## src/rtl/instr_fetch_if.sv

```systemverilog
// Fetch-stage bus bundle: instruction-memory read handshake plus the
// valid/ready channel that hands fetched words to the decoder.
interface instr_fetch_if;
  logic        mem_req;
  logic [31:0] mem_addr;
  logic [31:0] mem_rdata;
  logic        mem_ack;
  logic [31:0] instr;
  logic [31:0] instr_pc;
  logic        instr_valid;
  logic        instr_ready;

  // Fetch stage side: drives the memory request and the decoder channel.
  modport master (
    output mem_req, mem_addr, instr, instr_pc, instr_valid,
    input  mem_rdata, mem_ack, instr_ready
  );

  // Memory / decoder side.
  modport slave (
    input  mem_req, mem_addr, instr, instr_pc, instr_valid,
    output mem_rdata, mem_ack, instr_ready
  );
endinterface

```

## src/rtl/instr_fetch.sv

```systemverilog
// RV32I fetch stage: reads the word at pc_val from instruction memory,
// holds it for the decoder and steps the PC register once per accepted fetch.
//
// state | meaning
// IDLE  | sample pc_val, check alignment, latch the fetch address
// REQ   | memory read outstanding; the ack captures the instruction
// HOLD  | instruction presented to the decoder, waiting for instr_ready
// DRAIN | flushed read still outstanding; its data will be thrown away
// FAULT | misaligned PC seen; sticky until flush or reset
module instr_fetch #(
  parameter logic [31:0] NOP_INSTR = 32'h0000_0013
) (
  input  logic          clk,
  input  logic          clr,
  input  logic [31:0]   pc_val,
  input  logic          flush,
  instr_fetch_if.master bus,
  output logic          pc_inc,
  output logic          pc_hold,
  output logic          fetch_fault
);

  typedef enum logic [2:0] {
    S_IDLE,
    S_REQ,
    S_HOLD,
    S_DRAIN,
    S_FAULT
  } state_t;

  state_t      state, state_nxt;
  logic [31:0] addr_q, addr_nxt;
  logic [31:0] instr_q, instr_nxt;
  logic [31:0] ipc_q, ipc_nxt;
  logic        aligned;

  assign aligned = (pc_val[1:0] == 2'b00);

  // State and datapath registers; reset parks a NOP in front of the decoder.
  always_ff @(posedge clk or negedge clr) begin
    if (!clr) begin
      state   <= S_IDLE;
      addr_q  <= '0;
      instr_q <= NOP_INSTR;
      ipc_q   <= '0;
    end else begin
      state   <= state_nxt;
      addr_q  <= addr_nxt;
      instr_q <= instr_nxt;
      ipc_q   <= ipc_nxt;
    end
  end

  // Next-state and capture logic; flush overrides every normal transition.
  always_comb begin
    state_nxt = state;
    addr_nxt  = addr_q;
    instr_nxt = instr_q;
    ipc_nxt   = ipc_q;
    if (flush) begin
      instr_nxt = NOP_INSTR;
      case (state)
        // A live bus request is never withdrawn. If the ack arrives in the
        // flush cycle (from REQ or DRAIN) that request is finished and there
        // is nothing left to drain, so waiting for another ack would hang.
        S_REQ, S_DRAIN: state_nxt = bus.mem_ack ? S_IDLE : S_DRAIN;
        default:        state_nxt = S_IDLE;
      endcase
    end else begin
      case (state)
        S_IDLE: begin
          if (!aligned) begin
            state_nxt = S_FAULT;
          end else begin
            addr_nxt  = pc_val;
            state_nxt = S_REQ;
          end
        end
        S_REQ: begin
          if (bus.mem_ack) begin
            instr_nxt = bus.mem_rdata;
            ipc_nxt   = addr_q;
            state_nxt = S_HOLD;
          end
        end
        S_HOLD: begin
          // pc_val already points at the next word here: the PC stepped on
          // the capture edge.
          if (bus.instr_ready) begin
            if (aligned) begin
              addr_nxt  = pc_val;
              state_nxt = S_REQ;
            end else begin
              state_nxt = S_FAULT;
            end
          end
        end
        S_DRAIN: begin
          if (bus.mem_ack) state_nxt = S_IDLE;
        end
        S_FAULT: state_nxt = S_FAULT;
        default: state_nxt = S_IDLE;
      endcase
    end
  end

  assign bus.mem_req     = (state == S_REQ) || (state == S_DRAIN);
  assign bus.mem_addr    = addr_q;
  assign bus.instr       = instr_q;
  assign bus.instr_pc    = ipc_q;
  assign bus.instr_valid = (state == S_HOLD);
  assign fetch_fault     = (state == S_FAULT);

  // The PC steps only on a response that is kept; during a flush the hold is
  // released so the PC register can take the branch target.
  assign pc_inc  = (state == S_REQ) && bus.mem_ack && !flush;
  assign pc_hold = !(pc_inc || flush);

endmodule

```

## src/flat_wrapper.sv

```systemverilog
// flat-port wrapper written by rule: the top's interface ports become plain ports
module instr_fetch_flat 
#(
  parameter logic [31:0] NOP_INSTR = 32'h0000_0013
)
  (clk, clr, pc_val, flush, pc_inc, pc_hold, fetch_fault, bus_mem_req, bus_mem_addr, bus_instr, bus_instr_pc, bus_instr_valid, bus_mem_rdata, bus_mem_ack, bus_instr_ready);
  instr_fetch_if bus_i ();
  input  logic clk;
  input  logic clr;
  input  logic [31:0] pc_val;
  input  logic flush;
  output logic pc_inc;
  output logic pc_hold;
  output logic fetch_fault;
  output wire logic [$bits(bus_i.mem_req)-1:0] bus_mem_req;
  output wire logic [$bits(bus_i.mem_addr)-1:0] bus_mem_addr;
  output wire logic [$bits(bus_i.instr)-1:0] bus_instr;
  output wire logic [$bits(bus_i.instr_pc)-1:0] bus_instr_pc;
  output wire logic [$bits(bus_i.instr_valid)-1:0] bus_instr_valid;
  input wire logic [$bits(bus_i.mem_rdata)-1:0] bus_mem_rdata;
  input wire logic [$bits(bus_i.mem_ack)-1:0] bus_mem_ack;
  input wire logic [$bits(bus_i.instr_ready)-1:0] bus_instr_ready;
  assign bus_mem_req = bus_i.mem_req;
  assign bus_mem_addr = bus_i.mem_addr;
  assign bus_instr = bus_i.instr;
  assign bus_instr_pc = bus_i.instr_pc;
  assign bus_instr_valid = bus_i.instr_valid;
  assign bus_i.mem_rdata = bus_mem_rdata;
  assign bus_i.mem_ack = bus_mem_ack;
  assign bus_i.instr_ready = bus_instr_ready;
  instr_fetch #(.NOP_INSTR(NOP_INSTR)) u_core (.clk(clk), .clr(clr), .pc_val(pc_val), .flush(flush), .bus(bus_i), .pc_inc(pc_inc), .pc_hold(pc_hold), .fetch_fault(fetch_fault));
endmodule
```

## config.mk

```make
export PLATFORM = sky130hd
export DESIGN_NAME = instr_fetch_flat
export DESIGN_NICKNAME = d
export VERILOG_FILES = /design/src/rtl/instr_fetch_if.sv /design/src/rtl/instr_fetch.sv /design/src/flat_wrapper.sv
export SDC_FILE = /design/constraint.sdc
export NUM_CORES = 1
export LEC_CHECK = 0
export CAP_MARGIN = 20
export CORE_MARGIN = 1.5
export CORE_UTILIZATION = 40
export CTS_CLUSTER_SIZE = 12
export DETAILED_ROUTE_END_ITERATION = 6
export GPL_ROUTABILITY_DRIVEN = 1
export PLACE_DENSITY = 0.77
export RECOVER_POWER = 50
export SLEW_MARGIN = 20
export SYNTH_ARGS = -nofsm -noshare
export SYNTH_HDL_FRONTEND = slang
export SYNTH_SLANG_ARGS = --single-unit
```

## constraint.sdc

```tcl
create_clock -name clk -period 3.85 [get_ports clk]
set_clock_uncertainty 0.05 [all_clocks]
set_input_delay 0.385 -clock clk [delete_from_list [all_inputs] [get_ports clk]]
set_output_delay 0.385 -clock clk [all_outputs]
set_load 0.005 [all_outputs]
```

; ---- Yosys cells after proc, flatten, opt, wreduce, memory -nomap -nowiden
; Index checks and enable logic that the tools add are counted.
[word_totals]
word_cells = 43
output_inout_bits = 101
in_bits = 69
reg_bits = 99
[op_classes]
reduce_logical = 16
muxes = 14
n_eq_ne = 8
bitwise_logic = 1
[op_table]
columns = operator, count
row1 = $mux W32, 5
row2 = $pmux W32 S2, 1
row3 = $mux W3, 6
row4 = $pmux W3 S5, 1
row5 = $reduce_and A3 Y1, 3
row6 = $eq A3 B2 Y1 const B, 2
row7 = $ne A3 B3 Y1 const B, 2
row8 = $reduce_bool A2 Y1, 3
row9 = $eq A3 B1 Y1 const B, 1
row10 = $eq A3 B3 Y1 const B, 1
row11 = $logic_not A3 Y1, 1
row12 = $ne A3 B2 Y1 const B, 1
row13 = $logic_and A1 B1 Y1, 2
row14 = $logic_not A1 Y1, 2
row15 = $logic_not A2 Y1, 1
row16 = $logic_or A1 B1 Y1, 2
row17 = $mux W2, 1
row18 = $ne A2 B1 Y1 const B, 1
row19 = $reduce_and A2 Y1, 1
row20 = $reduce_or A2 Y1, 1
row21 = $not A1 Y1, 1

; ---- Depth between registers and ports, before layout
; Gate-level depths: netlist (run 1).
[logic_depth]
word_depth = 5
ltp_mapped = 6

; ---- Worst setup path before layout (run 1)
; Ideal clock, no wire load.
[synth_timing]
kind = reg-to-output
startpoint = reg u_core.state[1]
endpoint = out pc_hold
setup_slack_ps = 2286
path_stages_with_launch = 5
arrival_time_ps = 1129
t_required_ps = 3415
cell_sequence = dfrtp_1 and4bb_1 or2_1 inv_1 buf_6
[synth_between]
elab_chain_cells = 5
[synth_lines]
columns = item, line_no
row1 = start: declaration, instr_fetch.sv:31  ; state_t state, state_nxt;
row2 = start signal: assignment, instr_fetch.sv:47  ; state <= state_nxt;
row3 = $eq A3 B1 Y1, instr_fetch.sv:116  ; assign pc_inc = (state == S_REQ) && bus.mem_ack && !flush;
row4 = $logic_and A1 B1 Y1 (2 in a row), instr_fetch.sv:116
row5 = $logic_or A1 B1 Y1, instr_fetch.sv:117  ; assign pc_hold = !(pc_inc || flush);
row6 = $logic_not A1 Y1, instr_fetch.sv:117
row7 = end: declaration, flat_wrapper.sv:13  ; output logic pc_hold;
; No other way between the ends.

; ---- Worst setup path in the final report (run 1)
[layout_timing]
startpoint = in bus_mem_ack
endpoint = out pc_hold
[layout_between]
elab_chain_cells = 4
[layout_lines]
columns = item, line_no
row1 = start: declaration, flat_wrapper.sv:21  ; input wire logic [$bits(bus_i.mem_ack)-1:0] bus_mem_ack;
row2 = $logic_and A1 B1 Y1 (2 in a row), instr_fetch.sv:116
row3 = $logic_or A1 B1 Y1, instr_fetch.sv:117
row4 = $logic_not A1 Y1, instr_fetch.sv:117
; No other way between the ends.

==> flow_summary.yaml, run 1 <==
cells_and_area:
  post_route_cells_drive_above_1_share: 0.215
  final_net_count: 468
  syn2layout_area_growth_pct: 50.8
  layoutNonFillerInstCount: 533
  design_area_um2: 5800
  final_util: 0.625
  n_antenna_cell: 0
yosys:
  synthCells: 228
  synthTopCellsByArea: "dfrtp_1 62%, mux2_4 11%, mux2_2 9.7%, a22o_1 6.6%, buf_6 2.9%"
  yosysUniqueCellTypes: 25
  synth_area_per_cell_um2: 16.9
  synth_fa_ha_area_frac: 0
  synth_top_family_by_area: "multiplexers"
  yosys.area_share.xor_xnor: 0
  postSynth.asyncResetShare: 1.00
  synthSimpleGateAreaFrac: 0.0299
  ys.flop_type: "dfrtp_1"
  muxShareOfSynthArea: 0.208
  yosys.area.top_type: "dfrtp_1"
  ys_ff_latch: 99
  ys_warn_count: 0
  ys_seq_area_frac: 0.645
  syn_area_um2: 3850
  synth-edff-count: 0
  synth-compound-area-share: 0.0813
  syn-num-nets: 297
  synth_top_area_share: 0.624
timing:
  min_period_over_period: 0.628
  finalHoldViolCount: 0
  timing.final.ws_setup_ns: 1.43
  max_freq_mhz: 414
  finalSetupViolCount: 0
  relSlewSlack: -0.303
  setup_tns_ns: 0
  tightestPinTransition_ns: 1.95
  timing.hold.ws_ns: 0.453
  drv_slew: 83
  rsz0062_at_grt: "false"
  period_needed_ns: 2.42
worst_setup_path:
  cp_slowest_cell: "clkdlybuf4s50_1"
  cp_data_arrival_time_ns: 1.98
  path_cells: "clkdlybuf4s50_1, and4bb_1, or2_1, inv_1, clkdlybuf4s50_1"
  slowest_delay_ns: 0.52
  crit-reg2reg-launch: "u_core.state[2]$_DFFE_PN0P_"
  crit_top_cell: "clkdlybuf4s50_1"
  worstPathRequired_ns: 3.41
  worstSetupPathType: "in -> out"
  end_kind: "primary output"
  crit_fanout: 4
  start_kind: "input port"
  crit_path_start: "bus_mem_ack"
detailed_routing:
  drtAntennaViolNets: 0
  drc_errors: 0
  drt_iter0_markers: 102
  dr.pass1.iters: 4
  vias: 2597
  via_per_inst: 4.87
  routedWlPerCell_um: 16.7
  wl_um: 8890
placement:
  hpwl_um: 6290
  dpl_cell_area_um2: 5600
  port_buffers: 169
  pre_cts_ws_ns: 1.20
  gp_congestion: 0.793
  dp_cells: 517
pwr:
  sequentialPowerShare: 0.486
  finalPower_mw: 2.83
  powerDensity_nw_per_um2: 488
  p_switching_mw: 0.678
  p_comb_frac: 0.276
  p_leak_nw: 2.74
  switching_share: 0.240
  ir_worst_vdd_mv: 0.284
  power.share.clock: 0.238
  intPower_mw: 2.15
clocking:
  clk_latency_ns: 0.35
  postCtsResizedCells: 0
  postCtsHoldBufs: 0
  cts_tree: "yes"
  path_clk_slew_ns: 0.08
  numCtsBuffers: 9
  htree_levels: 3
  post_cts_buffers: 0
  cts-root-buf: "clkbuf_8"
  cts_num_sinks: 99
  cts_buffer_depth: 2
job:
  drv_cap: 1
hold_path:
  hp-class: "reg -> reg"
  hp-start: "u_core.bus.instr[26]$_DFFE_PN0P_"
global_route:
  grt_pass1_wl_um: 14100
  grt_overflow: 0
  grt_use_total: 0.180
  grt_max_degree: 83
  antenna_found_initial: 0
  grt_pass1_vias: 2776
floorplanning:
  rows: 35
  boundaryPins: 170
  die_w_um: 101
  start_util: 0.414
  core_area_um2: 9280
  die_area_um2: 10200
  fp.dieH_um: 101
outcome:
  run_status: "complete, but fails checks"
  violations: "capacitance limit, slew limit"
==> final timing paths <==
| path | endpoint | slack [ns] | cells past startpoint |
|---|---|---|---|
| worst max-delay path | pc_hold | 1.43 | 5 |
| worst min-delay path | u_core.bus.instr[26]$_DFFE_PN0P_ | 0.45 | 1 |
| worst max register to register | u_core.bus.mem_addr[26]$_DFFE_PN0P_ | 1.67 | 3 |
| worst min register to register | u_core.bus.instr[26]$_DFFE_PN0P_ | 0.45 | 1 |
| max in group asynchronous | u_core.bus.instr_pc[4]$_DFFE_PN0P_ | 1.51 | 2 |
| min in group asynchronous | u_core.bus.instr[22]$_DFFE_PN0P_ | 0.51 | 1 |
==> per-layer routing <==
layer  vias to the layer above  global-route usage  routed length [um]
li1                       1174                   -                   -
met1                      1309               0.215                3640
met2                        99               0.303                4420
met3                        15              0.0624                 683
met4                         0              0.0620                 146
met5                         -                   0                   0
==> Yosys cell counts, types with 2 or more instances <==
| library cell | number |
|---|---|
| dfrtp_1 | 96 |
| mux2_2 | 33 |
| a22o_1 | 29 |
| mux2_4 | 27 |
| buf_6 | 10 |
| buf_2 | 3 |
| dfstp_2 | 3 |
| nand2b_1 | 3 |
| o22a_1 | 3 |
| and2_1 | 2 |
| inv_1 | 2 |
| mux2_1 | 2 |
| nor3b_1 | 2 |
| or4b_2 | 2 |
==> power groups by stage <==
stage                     clock [mW]  sequential, mW  combinational [mW]
after floorplan                    0            1.40               0.258
after global placement             0            1.39               0.808
after detailed placement           0            1.40               0.822
after CTS                      0.699            1.38               0.827
after global routing           0.748            1.41               0.844
final                          0.673            1.38               0.782
==> registers in the layout (all words and copies together) (netlist names) <==
register and count:
u_core.state 3, u_core.bus.instr 32, u_core.bus.mem_addr 32, u_core.bus.instr_pc 32
==> layout make-up <==
class	count	area, um^2
well taps	129	161
multi-input cells	113	1230
repair buffers	173	1710
fillers	718	3480
flip-flops and latches	99	2480
inverters	3	11.3
clock buffers	13	159
clock inverters	3	46.3
==> cells in the final DEF (no fill, tap or decap) <==
master           Yosys  routed
clkdlybuf4s50_1      0     120
dfrtp_1             96      96
dlygate4sd3_1        0      48
mux2_2              33      33
a22o_1              29      29
mux2_4              27      27
clkbuf_8             0      11
o22a_1               3       3
clkbuf_1             0       3
buf_4                0       3
dfstp_2              3       3
nor3b_1              2       2
inv_1                2       2
nand2b_1             3       2
mux2_1               2       2
and2_1               2       2
or4b_2               2       2
nor2b_1              1       1
and4bb_1             1       1
nand2b_2             0       1
inv_2                1       1
or2_1                1       1
nor3_2               1       1
nor2_1               1       1
nand3_2              1       1
o211ai_1             1       1
a31oi_1              1       1
a32o_1               1       1
a2111oi_0            1       1
clkinv_4             0       1
clkinvlp_4           0       1
bufinv_16            0       1
clkbuf_2             0       1
==> cell families after synthesis <==
kind of cell / count (synthesis)
simple gates: 15
buf+inv: 16
mux: 62
flops: 99
compound gates: 36
==> critical path: cells and delay by family <==
family,cells,cell delay (ns)
buf+inv,3,1.06
simple gates,2,0.53
(Power assumes the default switching activity.)
==> run 2, diff against run 1 <==
CORE_UTILIZATION = 38   (was 40)
clock period = 1.95 ns   (was 3.85 ns; I/O delays follow)
==> flow_summary.yaml, run 2 (synthesis results as in run 1) <==
timing:
  tightestPinTransition_ns: 1.04
  period_needed_ns: 1.87
  max_freq_mhz: 536
  timing.hold.ws_ns: 0.406
  drv_slew: 0
  rsz0062_at_grt: "false"
  finalHoldViolCount: 0
  relSlewSlack: 0.307
  setup_tns_ns: 0
  finalSetupViolCount: 0
  min_period_over_period: 0.957
global_route:
  grt_use_total: 0.181
  grt_pass1_wl_um: 15400
  grt_overflow: 0
  grt_max_degree: 41
  grt_pass1_vias: 2851
  antenna_found_initial: 0
cells_and_area:
  n_antenna_cell: 0
  final_cell_mix: "121 x clkdlybuf4s50_1, 95 x dfrtp_1, 45 x dlygate4sd3_1"
  syn2layout_area_growth_pct: 53.6
  post_route_cells_drive_above_1_share: 0.231
  final_net_count: 475
  final_common_cell: "clkdlybuf4s50_1"
  final_util: 0.602
worst_setup_path:
  crit_fanout: 7
  worstSetupPathType: "reg -> out"
  worstPathRequired_ns: 1.70
  start_kind: "flip-flop"
  cp_slowest_cell: "clkdlybuf4s50_1"
  reg2reg_depth: 5
  cp_data_arrival_time_ns: 1.62
  end_kind: "primary output"
  path_cells: "buf_4, nor3b_1, clkdlybuf4s50_1"
  slowest_delay_ns: 0.54
clocking:
  cts_buffer_depth: 2
  htree_levels: 3
  clk_latency_ns: 0.34
  cts_tree: "yes"
  cts-root-buf: "clkbuf_8"
  cts_num_sinks: 99
  path_clk_slew_ns: 0.09
  numCtsBuffers: 9
detailed_routing:
  dr.pass1.iters: 4
  drc_errors: 0
  drt_iter0_markers: 104
  routedWlPerCell_um: 17.4
  wl_um: 9440
  via_per_inst: 4.86
  drtAntennaViolNets: 0
  vias: 2642
placement:
  hpwl_um: 6640
  port_buffers: 169
  gp_congestion: 0.778
pwr:
  ir_worst_vdd_mv: 0.532
  p_leak_nw: 2.80
  powerDensity_nw_per_um2: 959
floorplanning:
  fp.dieH_um: 104
  core_area_um2: 9820
  die_area_um2: 10700
  die_w_um: 104
  rows: 36
  boundaryPins: 170
  start_util: 0.392
job:
  drv_cap: 0
hold_path:
  hp-class: "in -> reg"
  holdPathStages: 2
outcome:
  run_status: "completed"
-- run 2: path summary, 6_finish.rpt --
check | start | end | slack [ns]
max in group asynchronous | clr | u_core.bus.instr_pc[4]$_DFFE_PN0P_ | 0.32
min in group asynchronous | clr | u_core.bus.instr_pc[5]$_DFFE_PN0P_ | 0.54
min | pc_val[26] | u_core.bus.mem_addr[26]$_DFFE_PN0P_ | 0.41
max reg2reg | u_core.state[2]$_DFFE_PN0P_ | u_core.bus.mem_addr[26]$_DFFE_PN0P_ | 0.16
max | u_core.state[1]$_DFFE_PN0P_ | fetch_fault | 0.08
min reg2reg | u_core.bus.instr[2]$_DFFE_PN0P_ | u_core.bus.instr[2]$_DFFE_PN0P_ | 0.45
-- run 2: per-stage QoR --
stage          power (mW)  worst slack, ns  instance area [um^2]  instances
2_1_floorplan        3.27            0.455                  3850        228
3_3_place_gp         4.36           0.0855                  5680        526
3_5_place_dp         4.42           0.0607                  5680        526
4_1_cts              5.82          0.00505                  5920        544
5_1_grt              5.98          0.00266                  5910        544
6_report             5.67           0.0841                  5910        544
-- run 2: timing repair --
item / in CTS / in global routing
endpoints found under the setup margin: 2 / 1
buffers inserted: 1 / 0
endpoints found under the hold margin: 35 / 0
hold buffers: 1 / 0
resized for setup: 4 / 1
pin swaps: 1 / 0
-- run 2: layout make-up --
type                            instances  area [um^2]
Clock inverter                          3         45.0
Multi-Input combinational cell        113         1220
Sequential cell                        99         2480
Clock buffer                           13          169
Fill cell                             808         3910
Inverter                                3         11.3
Tap cell                              133          166
Timing Repair Buffer                  180         1810
-- run 2: where the power goes --
group	total (mW)	leakage [nW]	switching (mW)	internal (mW)
Clock	1.37	0.102	0.671	0.700
Sequential	2.72	1.28	0.260	2.46
Combinational	1.58	1.42	0.438	1.14
Total	5.67	2.80	1.37	4.30
-- run 2: per-layer routing --
layer,wire length (um),global-route usage,vias up
li1,-,-,1190
met1,4120,0.232,1343
met2,4640,0.297,101
met3,580,0.0579,8
met4,97,0.0466,0
met5,0,0,-
-- run 2: critical path: cells and delay by family (launching register included) --
kind                   cells  cell delay [ns]
buffers and inverters      2             0.70
DFF                        1             0.40
and+or+nand+nor            1             0.19
